[src/rtl/simd_shift_sequencer.sv]
// rtl/simd_shift_sequencer.sv - iterates a one-bit lane-masked shift in_amt times behind valid/ready ports.
// Optional per-lane arithmetic right shift is enabled by defining SIMD_SEQ_ARITH_EN.
module simd_shift_sequencer #(
   parameter int WIDTH = 16,
   parameter int AMT_W = 4
) (
   input  logic             clk,
   input  logic             rst,
   input  logic             in_valid,
   output logic             in_ready,
   input  logic [WIDTH-1:0] in_data,
   input  logic [1:0]       in_mode,
   input  logic             in_left,
   input  logic [AMT_W-1:0] in_amt,
   input  logic             in_arith,
   output logic             out_valid,
   input  logic             out_ready,
   output logic [WIDTH-1:0] out_data,
   output logic             busy
);

   typedef enum logic [1:0] {S_IDLE, S_SHIFT, S_DONE} state_t;

   state_t           state_q, state_d;
   logic [WIDTH-1:0] data_q, data_d;
   logic [AMT_W-1:0] cnt_q, cnt_d;
   logic [1:0]       mode_q, mode_d;
   logic             left_q, left_d;
   logic             arith_q, arith_d;

   logic [WIDTH-1:0] msb_mask, lsb_mask, fill, step;

   // Lane boundary masks; mode 11 falls through to the single 16-bit lane.
   always_comb begin
      msb_mask = 16'h8000;
      lsb_mask = 16'h0001;
      case (mode_q)
         2'b00: begin msb_mask = 16'h8888; lsb_mask = 16'h1111; end
         2'b01: begin msb_mask = 16'h8080; lsb_mask = 16'h0101; end
         default: ;
      endcase
   end

`ifdef SIMD_SEQ_ARITH_EN
   assign fill = arith_q ? (data_q & msb_mask) : '0;
`else
   logic unused_arith;
   assign unused_arith = arith_q;
   assign fill = '0;
`endif

   always_comb begin
      if (left_q) step = {data_q[WIDTH-2:0], 1'b0} & ~lsb_mask;
      else        step = ({1'b0, data_q[WIDTH-1:1]} & ~msb_mask) | fill;
   end

   always_comb begin
      state_d = state_q;
      data_d  = data_q;
      cnt_d   = cnt_q;
      mode_d  = mode_q;
      left_d  = left_q;
      arith_d = arith_q;
      case (state_q)
         S_IDLE: begin
            if (in_valid) begin
               data_d  = in_data;
               cnt_d   = in_amt;
               mode_d  = in_mode;
               left_d  = in_left;
               arith_d = in_arith;
               state_d = (in_amt != '0) ? S_SHIFT : S_DONE;
            end
         end
         S_SHIFT: begin
            data_d = step;
            cnt_d  = cnt_q - AMT_W'(1);
            if (cnt_q == AMT_W'(1)) state_d = S_DONE;
         end
         S_DONE: begin
            if (out_ready) state_d = S_IDLE;
         end
         default: state_d = S_IDLE;
      endcase
   end

   always_ff @(posedge clk) begin
      if (rst) begin
         state_q <= S_IDLE;
         data_q  <= '0;
         cnt_q   <= '0;
         mode_q  <= 2'b00;
         left_q  <= 1'b0;
         arith_q <= 1'b0;
      end else begin
         state_q <= state_d;
         data_q  <= data_d;
         cnt_q   <= cnt_d;
         mode_q  <= mode_d;
         left_q  <= left_d;
         arith_q <= arith_d;
      end
   end

   assign in_ready  = (state_q == S_IDLE);
   assign out_valid = (state_q == S_DONE);
   assign busy      = (state_q != S_IDLE);
   assign out_data  = data_q;

   logic unused_in_arith;
   assign unused_in_arith = in_arith;

endmodule
[config.mk]
export PLATFORM = sky130hd
export DESIGN_NAME = simd_shift_sequencer
export DESIGN_NICKNAME = d
export VERILOG_FILES = /design/src/rtl/simd_shift_sequencer.sv
export SDC_FILE = /design/constraint.sdc
export NUM_CORES = 1
export LEC_CHECK = 0
export ABC_AREA = 1
export CORE_MARGIN = 4
export CORE_UTILIZATION = 35
export DETAILED_ROUTE_END_ITERATION = 6
export MAX_ROUTING_LAYER = met4
export PLACE_DENSITY = 0.68
export SYNTH_ARGS = -nofsm -noshare
export SYNTH_HDL_FRONTEND = slang
export SYNTH_SLANG_ARGS = --single-unit
[constraint.sdc]
create_clock -name clk -period 3.9 [get_ports clk]
set_clock_uncertainty 0.2 [all_clocks]
set_input_delay 0.39 -clock clk [delete_from_list [all_inputs] [get_ports clk]]
set_output_delay 0.39 -clock clk [all_outputs]
set_load 0.05 [all_outputs]
==> results of run 1 <==
==> state kept, by name, summed over array words and instances (netlist names) <==
name,flops
out_data,16
cnt_q,4
mode_q,2
state_q,2
left_q,1
==> layout make-up <==
| type | instances | area share [%] |
|---|---|---|
| well taps | 48 | 3.25 |
| multi-input cells | 146 | 39.4 |
| repair buffers | 45 | 24.4 |
| clock inverters | 1 | 0.407 |
| clock buffers | 3 | 2.24 |
| flip-flops and latches | 25 | 27.1 |
| inverters | 15 | 3.19 |
==> where the power goes <==
part	total, W	switching (W)	internal [W]
Sequential	0.000353	0.0000526	0.000300
Combinational	0.000428	0.000276	0.000152
Clock	0.000159	0.0000869	0.0000725
==> per-layer routing <==
metal,track usage [%],wire length [um],vias up,share of wire (%)
met1,17.1,1570,667,44
met3,3.41,207,6,5.8
li1,-,-,738,-
met2,24.3,1700,44,48
met4,3.97,68,0,1.9
met5,-,0,-,0
==> logic make-up after synthesis <==
kind of cell	count (synthesis)	synth area share, %
compound gates	74	29.4
fa+ha+maj	2	1.81
simple gates	70	21.3
flops	25	36.2
buf+inv	27	11.3
==> worst max-delay path, cell delays in order (launching register included) <==
cell and delay [ns]:
dfxtp_1 0.56, nor2_1 0.13, inv_1 0.07, clkdlybuf4s50_1 0.79
==> cells in the mapped netlist (all sizes together) <==
| cell type | count |
|---|---|
| or2 | 4 |
| dfxtp | 25 |
| ha | 2 |
| inv | 15 |
| o21ai | 32 |
| o211ai | 4 |
| buf | 9 |
| nand3 | 12 |
| a21oi | 37 |
| clkbuf | 3 |
| nor2 | 24 |
| nand2 | 30 |
| a211oi | 1 |
==> cell usage in the layout (no fill, tap or decap) <==
master           instances
nand2_1                 30
o211ai_1                 3
clkbuf_8                 3
ha_1                     2
inv_2                    2
o21ai_2                  2
nor2_1                  23
or2_2                    4
inv_1                   12
nand3_1                 12
o21ai_0                 22
nor2_4                   1
inv_4                    1
o21ai_4                  1
a211oi_1                 1
o211ai_2                 1
o21ai_1                  7
dfxtp_1                 25
a21oi_1                 37
clkinvlp_4               1
clkdlybuf4s50_1         45
==> per-stage QoR <==
step / setup WS, ns / cell area, sq um / util, %
after floorplan: 1.72 / 1380 / -
after global placement: 1.78 / 1800 / 48.0
after detailed placement: 1.77 / 1800 / 48.0
after CTS: 1.46 / 1850 / 49.3
after global routing: 1.37 / 1850 / 49.3
final: 1.49 / 1850 / 49.3
==> worst min-delay path by stage <==
stage	slack [ns]	cells past startpoint	end
3_3_place_gp	0.25	2	mode_q[0]
2_1_floorplan	0.23	2	mode_q[0]
3_5_place_dp	0.26	2	mode_q[0]
6_report	0.27	2	mode_q[0]
4_1_cts	0.27	2	mode_q[0]
5_1_grt	0.30	2	mode_q[0]
==> reports/metrics.cfg, run 1 <==
[global_route]
grt_max_degree = 29
antenna_found_initial = 0
grtUsageTotal_pct = 14.4
grt_pass1_vias = 1311
grt_pass1_wl_mm = 5.75
overflow = 0

[cells_and_area]
layout.nets = 266
final_cells = 283
antennaDiodeCount = 0
multiInputGateArea_sq_um = 727
areaGrowthSynthToFinish_pct = 33.4
fill_cells = 414
drive_gt1_share_pct = 6.81
regArea_sq_um = 500

[cts]
cts_sinks = 25
cts.path.max_buffers = 2
clkTransAtPathRegs_ns = 0.09
htreeDepth = 1
hold_buffers = 0
cts-resized-gates = 0
post_cts_buffers = 0
cts_tree = built
clk_latency_ns = 0.27
numCtsBuffers = 3
root_buffer = clkbuf_8

[run]
maxCapViolCount = 0

[worst_setup_path]
startpoint = state_q[0]
worst_r2r_path_depth = 5
required_ns = 3.31
critPathCaptureType = output pin
critPathLaunchType = flop
path_max_fanout = 10
crit_arrival_ns = 1.82
r2r_end = out_data[12]
crit_end = busy
reg2reg_slack_ns = 2.08
timing.rr.start = left_q
critPathKind = flop to output pin

[min_path]
hp-class = flop to flop
holdCritStartpoint = mode_q[0]

[outcome]
status = finished clean

[synthesis]
yosysWarnings = 0
synth_nets = 228
avgSynthCellArea_sq_um = 6.99
ys_ff_latch = 25
synth_cells = 198
yosysSeqAreaShare_pct = 36.2
syn-cell-area_sq_um = 1380
yosysTopAreaCellShare_pct = 36.2
synth_top_area_cell = dfxtp_1
synth.area.top_cells = dfxtp_1, a21oi_1, nand2_1
ys_types = 23

[route]
drtPass1Iterations = 4
wl_per_cell_um = 12.5
drt-total-wl_mm = 3.54
vias = 1455
drc = 0
drt_iter0_drc = 79
via_per_inst = 5.14
postRouteAntennaNets = 0

[timing]
rsz0062_at_grt = false
tns_ns = 0
drv_slew = 0
slew-limit-headroom_pct = 63.1
setup_viol = 0
tightest_slew_ns = 0.553
min_period_over_period_pct = 61.8
clock.fmax_mhz = 415
fin_crit_ns = 2.41
report.final.hold_viol_count = 0
fin_hold_ws_ns = 0.268

[power]
ir_drop_mv = 0.359
power.density_nw_per_um2 = 510
finalPower_w = 0.000941
p_leak_nw = 0.709

[place]
gp_congestion = 0.798
dp_cells = 279
numPortBuffers = 45
dp_hpwl_mm = 2.54

[die]
die_area_sq_um = 5020
die_height_um = 70.9
pin_count = 47
start_util_pct = 37.0
die_w_um = 70.9
core_area_sq_um = 3740
fp-row-count = 22

Note: power is estimated with default switching activity, not from simulation.
==> inputs of run 2 (changes only) <==
==> constraint.sdc (replaced) <==
create_clock -name clk -period 2.3 [get_ports clk]
set_clock_uncertainty 0.2 [all_clocks]
set_input_delay 0.23 -clock clk [delete_from_list [all_inputs] [get_ports clk]]
set_output_delay 0.23 -clock clk [all_outputs]
set_load 0.05 [all_outputs]
==> reports/metrics.cfg, run 2 (synthesis gave the netlist of run 1 again) <==
[cells_and_area]
drive_gt1_share_pct = 8.40  ; was 6.81%
antennaDiodeCount = 0  ; unchanged
layout.nets = 269  ; was 266
stdcell_area_sq_um = 1870  ; was 1850 sq um
largest_reg_flops = 16  ; unchanged
areaGrowthSynthToFinish_pct = 35.0  ; was 33.4%
regArea_sq_um = 500  ; unchanged
fill_cells = 384  ; was 414
layout_common_cells = clkdlybuf4s50_1, a21oi_1, nand2_1  ; unchanged
layout_commonest_cell = clkdlybuf4s50_1  ; unchanged
multiInputGateArea_sq_um = 727  ; unchanged
final_util_pct = 49.9  ; was 49.3%

[worst_setup_path]
worst_r2r_path_depth = 5  ; unchanged
path_max_fanout = 3  ; was 10
critPathLaunchType = flop  ; unchanged
required_ns = 1.87  ; was 3.31 ns
crit_arrival_ns = 1.73  ; was 1.82 ns
critPathCaptureType = output pin  ; unchanged
r2r_end = out_data[12]  ; unchanged
timing.rr.start = state_q[0]  ; was left_q
reg2reg_slack_ns = 0.59  ; was 2.08 ns
critPathKind = flop to output pin  ; unchanged

[route]
via_per_inst = 4.91  ; was 5.14
drt-total-wl_mm = 3.59  ; was 3.54 mm
wl_per_cell_um = 12.5  ; about the same
drt_iter0_drc = 99  ; was 79
drc = 0  ; unchanged
drtPass1Iterations = 4  ; unchanged
vias = 1405  ; was 1,455
postRouteAntennaNets = 0  ; unchanged

[timing]
clock.fmax_mhz = 463
report.final.hold_viol_count = 0  ; unchanged
rsz0062_at_grt = false  ; unchanged
min_period_over_period_pct = 93.8
tightest_slew_ns = 0.503  ; was 0.553 ns
drv_slew = 0  ; unchanged
setup_viol = 0  ; unchanged
tns_ns = 0  ; unchanged
fin_crit_ns = 2.16
slew-limit-headroom_pct = 66.4  ; was 63.1%

[outcome]
status = finished clean  ; unchanged

[min_path]
holdCritStartpoint = mode_q[0]  ; unchanged
hp-class = flop to flop  ; unchanged
hold_path_end = mode_q[0]  ; unchanged
hold_depth = 2  ; unchanged

[global_route]
met3_usage_pct = 3.69  ; was 3.41%
grtUsageMet2_pct = 23.8  ; was 24.3%
grt_max_degree = 29  ; unchanged
grt_pass1_wl_mm = 5.92  ; was 5.75 mm
met1_usage_pct = 18.3  ; was 17.1%
grt_busiest_layer = met2  ; unchanged
grtUsageTotal_pct = 14.9  ; was 14.4%
overflow = 0  ; unchanged
grt_pass1_vias = 1300  ; was 1,311
antenna_found_initial = 0  ; unchanged

[cts]
cts.path.max_buffers = 2  ; unchanged
cts_tree = built  ; unchanged
clkTransAtPathRegs_ns = 0.10  ; was 0.09 ns
cts_sinks = 25  ; unchanged
hold_buffers = 0  ; unchanged
htreeDepth = 1  ; unchanged
clk_latency_ns = 0.28  ; was 0.27 ns
numCtsBuffers = 3  ; unchanged
post_cts_buffers = 0  ; unchanged
root_buffer = clkbuf_8  ; unchanged

[die]
start_util_pct = 37.0  ; unchanged
core_area_sq_um = 3740  ; unchanged
die_area_sq_um = 5020  ; unchanged
pin_count = 47  ; unchanged
die_height_um = 70.9  ; unchanged
fp-row-count = 22  ; unchanged
die_w_um = 70.9  ; unchanged

[place]
place_area_sq_um = 1820  ; was 1800 sq um
numPortBuffers = 45  ; unchanged
dp_hpwl_mm = 2.60  ; was 2.54 mm
gp_congestion = 0.791  ; was 0.798

[run]
maxCapViolCount = 0  ; unchanged

[power]
power.density_nw_per_um2 = 861  ; was 510 nW/um^2
ir_drop_mv = 0.529  ; was 0.359 mV
p_leak_nw = 0.731  ; was 0.709 nW

## run 2: layer usage
layer | vias to the layer above | share of wire (%) | wire length (um)
met4 | 0 | 2.0 | 72
li1 | 747 | - | -
met1 | 608 | 47 | 1680
met3 | 7 | 6.1 | 220
met2 | 43 | 45 | 1620
met5 | - | 0 | 0
## run 2: worst max-delay path by stage
stage	from	to
2_1_floorplan	state_q[0]	busy
3_3_place_gp	state_q[0]	in_ready
3_5_place_dp	state_q[0]	in_ready
4_1_cts	state_q[0]	in_ready
5_1_grt	state_q[0]	out_valid
6_report	state_q[1]	out_valid
## run 2: through the flow
stage                     setup slack [ns]  hold WS, ns  power, W  cells
after detailed placement             0.409        0.257   0.00135    282
after floorplan                      0.277       0.0991   0.00114    198
after global routing                0.0705        0.317   0.00172    286
after global placement               0.415        0.247   0.00134    282
final                                0.142        0.266   0.00161    286
after CTS                           0.0928        0.270   0.00163    286
## run 2: worst max-delay path, stage by stage, from the launching register on
cell	delay, ns
dfxtp_1	0.42
inv_2	0.09
nor2_1	0.12
clkdlybuf4s50_1	0.82
## run 2: layout make-up
class | instances | area share, %
Tap cell | 48 | 3.22
Sequential cell | 25 | 26.8
Multi-Input combinational cell | 146 | 38.9
Clock inverter | 1 | 0.402
Clock buffer | 3 | 2.21
Inverter | 15 | 3.15
Timing Repair Buffer | 48 | 25.3
## run 2: power by group
group          leakage [nW]  internal [W]  switching (W)
Sequential            0.208      0.000509      0.0000782
Clock                0.0217      0.000123       0.000153
Combinational         0.501      0.000264       0.000481
Total                 0.731      0.000896       0.000712
## run 2: repair_timing
item                                    in CTS  in global routing
endpoints found under the setup margin       0                  1
endpoints found under the hold margin        0                  0
gates resized for setup                      0                  1
==> inputs of run 3 (changes only) <==
--- a/config.mk
+++ b/config.mk
@@ -10,7 +10,7 @@
 export CORE_UTILIZATION = 35
 export DETAILED_ROUTE_END_ITERATION = 6
 export MAX_ROUTING_LAYER = met4
-export PLACE_DENSITY = 0.68
+export PLACE_DENSITY_LB_ADDON = 0.12
 export SYNTH_ARGS = -nofsm -noshare
 export SYNTH_HDL_FRONTEND = slang
 export SYNTH_SLANG_ARGS = --single-unit
==> reports/metrics.cfg, run 3 (synthesis gave the netlist of run 1 again) <==
[power]
p_clk_share_pct = 16.7  ; was 17.2%
p_leak_nw = 0.735  ; was 0.731 nW
p_sw_w = 0.000706  ; was 0.000712 W
power.density_nw_per_um2 = 857  ; was 861 nW/um^2
p_sw_share_pct = 44.1  ; was 44.3%
intPower_w = 0.000894  ; was 0.000896 W
power_frac_seq_pct = 36.7  ; was 36.5%
combPwrFrac_pct = 46.7  ; was 46.3%
ir_drop_mv = 0.584  ; was 0.529 mV

[worst_setup_path]
path_max_fanout = 3  ; unchanged
critPathKind = flop to output pin  ; unchanged
critPathLaunchType = flop  ; unchanged
crit_arrival_ns = 1.76  ; was 1.73 ns
critPathCaptureType = output pin  ; unchanged
worst_r2r_path_depth = 5  ; unchanged
required_ns = 1.87  ; about the same

[route]
drt_iter0_drc = 115  ; was 99
postRouteAntennaNets = 0  ; unchanged
via_per_inst = 4.89  ; was 4.91
wl_per_cell_um = 12.7  ; was 12.5 um
vias = 1399  ; was 1,405
drtPass1Iterations = 7  ; was 4
drc = 0  ; unchanged
drt-total-wl_mm = 3.62  ; was 3.59 mm

[min_path]
hold_depth = 2  ; unchanged
hp-class = flop to flop  ; unchanged

[place]
numPortBuffers = 45  ; unchanged
gp_congestion = 0.740  ; was 0.791
dp_hpwl_mm = 2.60  ; about the same
dp_cells = 282  ; unchanged

[global_route]
grt_max_degree = 29  ; unchanged
grtUsageTotal_pct = 15.3  ; was 14.9%
grt_pass1_wl_mm = 6.18  ; was 5.92 mm
antenna_found_initial = 0  ; unchanged
grt_pass1_vias = 1312  ; was 1,300
overflow = 0  ; unchanged

[timing]
min_period_over_period_pct = 95.1  ; was 93.8%
setup_viol = 0  ; unchanged
slew-limit-headroom_pct = 65.7  ; was 66.4%
drv_slew = 0  ; unchanged
rsz0062_at_grt = false  ; unchanged
clock.fmax_mhz = 457  ; was 463 MHz
report.final.hold_viol_count = 0  ; unchanged
tightest_slew_ns = 0.513  ; was 0.503 ns
tns_ns = 0  ; unchanged
fin_crit_ns = 2.19  ; was 2.16 ns

[cts]
root_buffer = clkbuf_8  ; unchanged
cts_sinks = 25  ; unchanged
htreeDepth = 1  ; unchanged
clkTransAtPathRegs_ns = 0.10  ; about the same
cts.path.max_buffers = 2  ; unchanged
clk_latency_ns = 0.27  ; was 0.28 ns
hold_buffers = 0  ; unchanged
numCtsBuffers = 3  ; unchanged
post_cts_buffers = 0  ; unchanged
cts_tree = built  ; unchanged

[cells_and_area]
layout_common_cells = clkdlybuf4s50_1, a21oi_1, nand2_1  ; unchanged
layout.nets = 269  ; unchanged
antennaDiodeCount = 0  ; unchanged
final_cells = 286  ; unchanged
multiInputGateArea_sq_um = 727  ; unchanged
layout_commonest_cell = clkdlybuf4s50_1  ; unchanged
final_util_pct = 49.8  ; was 49.9%
regArea_sq_um = 500  ; unchanged
largest_reg_flops = 16  ; unchanged
areaGrowthSynthToFinish_pct = 34.8  ; was 35.0%
fill_cells = 422  ; was 384
drive_gt1_share_pct = 8.40  ; unchanged

[die]
fp-row-count = 22  ; unchanged
pin_count = 47  ; unchanged
die_height_um = 70.9  ; unchanged
die_w_um = 70.9  ; unchanged
start_util_pct = 37.0  ; unchanged
die_area_sq_um = 5020  ; unchanged
core_area_sq_um = 3740  ; unchanged

[outcome]
status = finished clean  ; unchanged

[run]
maxCapViolCount = 0  ; unchanged

run 3: changes by cell type in the layout (fill, tap and decap cells not counted), sizes merged:
cell,delta
clkinvlp,-1
clkinv,+1
run 3: repair_timing:
action | CTS | global route
resized for setup | 0 | 1
endpoints found under the hold margin | 0 | 0
endpoints found under the setup margin | 0 | 1
run 3: final timing paths:
kind / slack, ns / from / end
setup / recovery: 0.11 / state_q[1] / out_valid
hold / removal: 0.27 / mode_q[0] / mode_q[0]
setup reg to reg: 0.57 / state_q[0] / out_data[8]
hold reg to reg: 0.27 / mode_q[0] / mode_q[0]
run 3: critical path: stages (launching register included):
cell,delay [ns]
dfxtp_1,0.43
inv_2,0.08
nor2_1,0.15
clkdlybuf4s50_1,0.83
run 3: layer usage:
metal | wire [um] | global-route usage [%] | vias up
met1 | 1670 | 20.2 | 610
met2 | 1680 | 24.0 | 44
met3 | 254 | 3.84 | 2
li1 | - | - | 743
met5 | 0 | - | -
met4 | 19 | 2.51 | 0
run 3: cell type report:
class,count,area share (%)
clock buffers,3,2.21
multi-input cells,146,39.0
clock inverters,1,0.268
repair buffers,48,25.4
inverters,15,3.15
flip-flops and latches,25,26.8
well taps,48,3.22
run 3: metrics by stage:
step	power, W	hold slack, ns	worst slack (ns)	instance area (sq um)
after floorplan	0.00114	0.0991	0.277	1380
after global placement	0.00135	0.252	0.417	1820
after global routing	0.00172	0.303	0.0307	1870
after detailed placement	0.00135	0.258	0.399	1820
final	0.00160	0.266	0.112	1870
after CTS	0.00162	0.271	0.0803	1860
run 3: power groups by stage:
stage	Sequential [W]	Clock, W	Combinational, W
after floorplan	0.000747	0	0.000393
after global placement	0.000598	0	0.000748
after detailed placement	0.000596	0	0.000752
after CTS	0.000587	0.000277	0.000754
after global routing	0.000599	0.000296	0.000822
final	0.000586	0.000267	0.000746
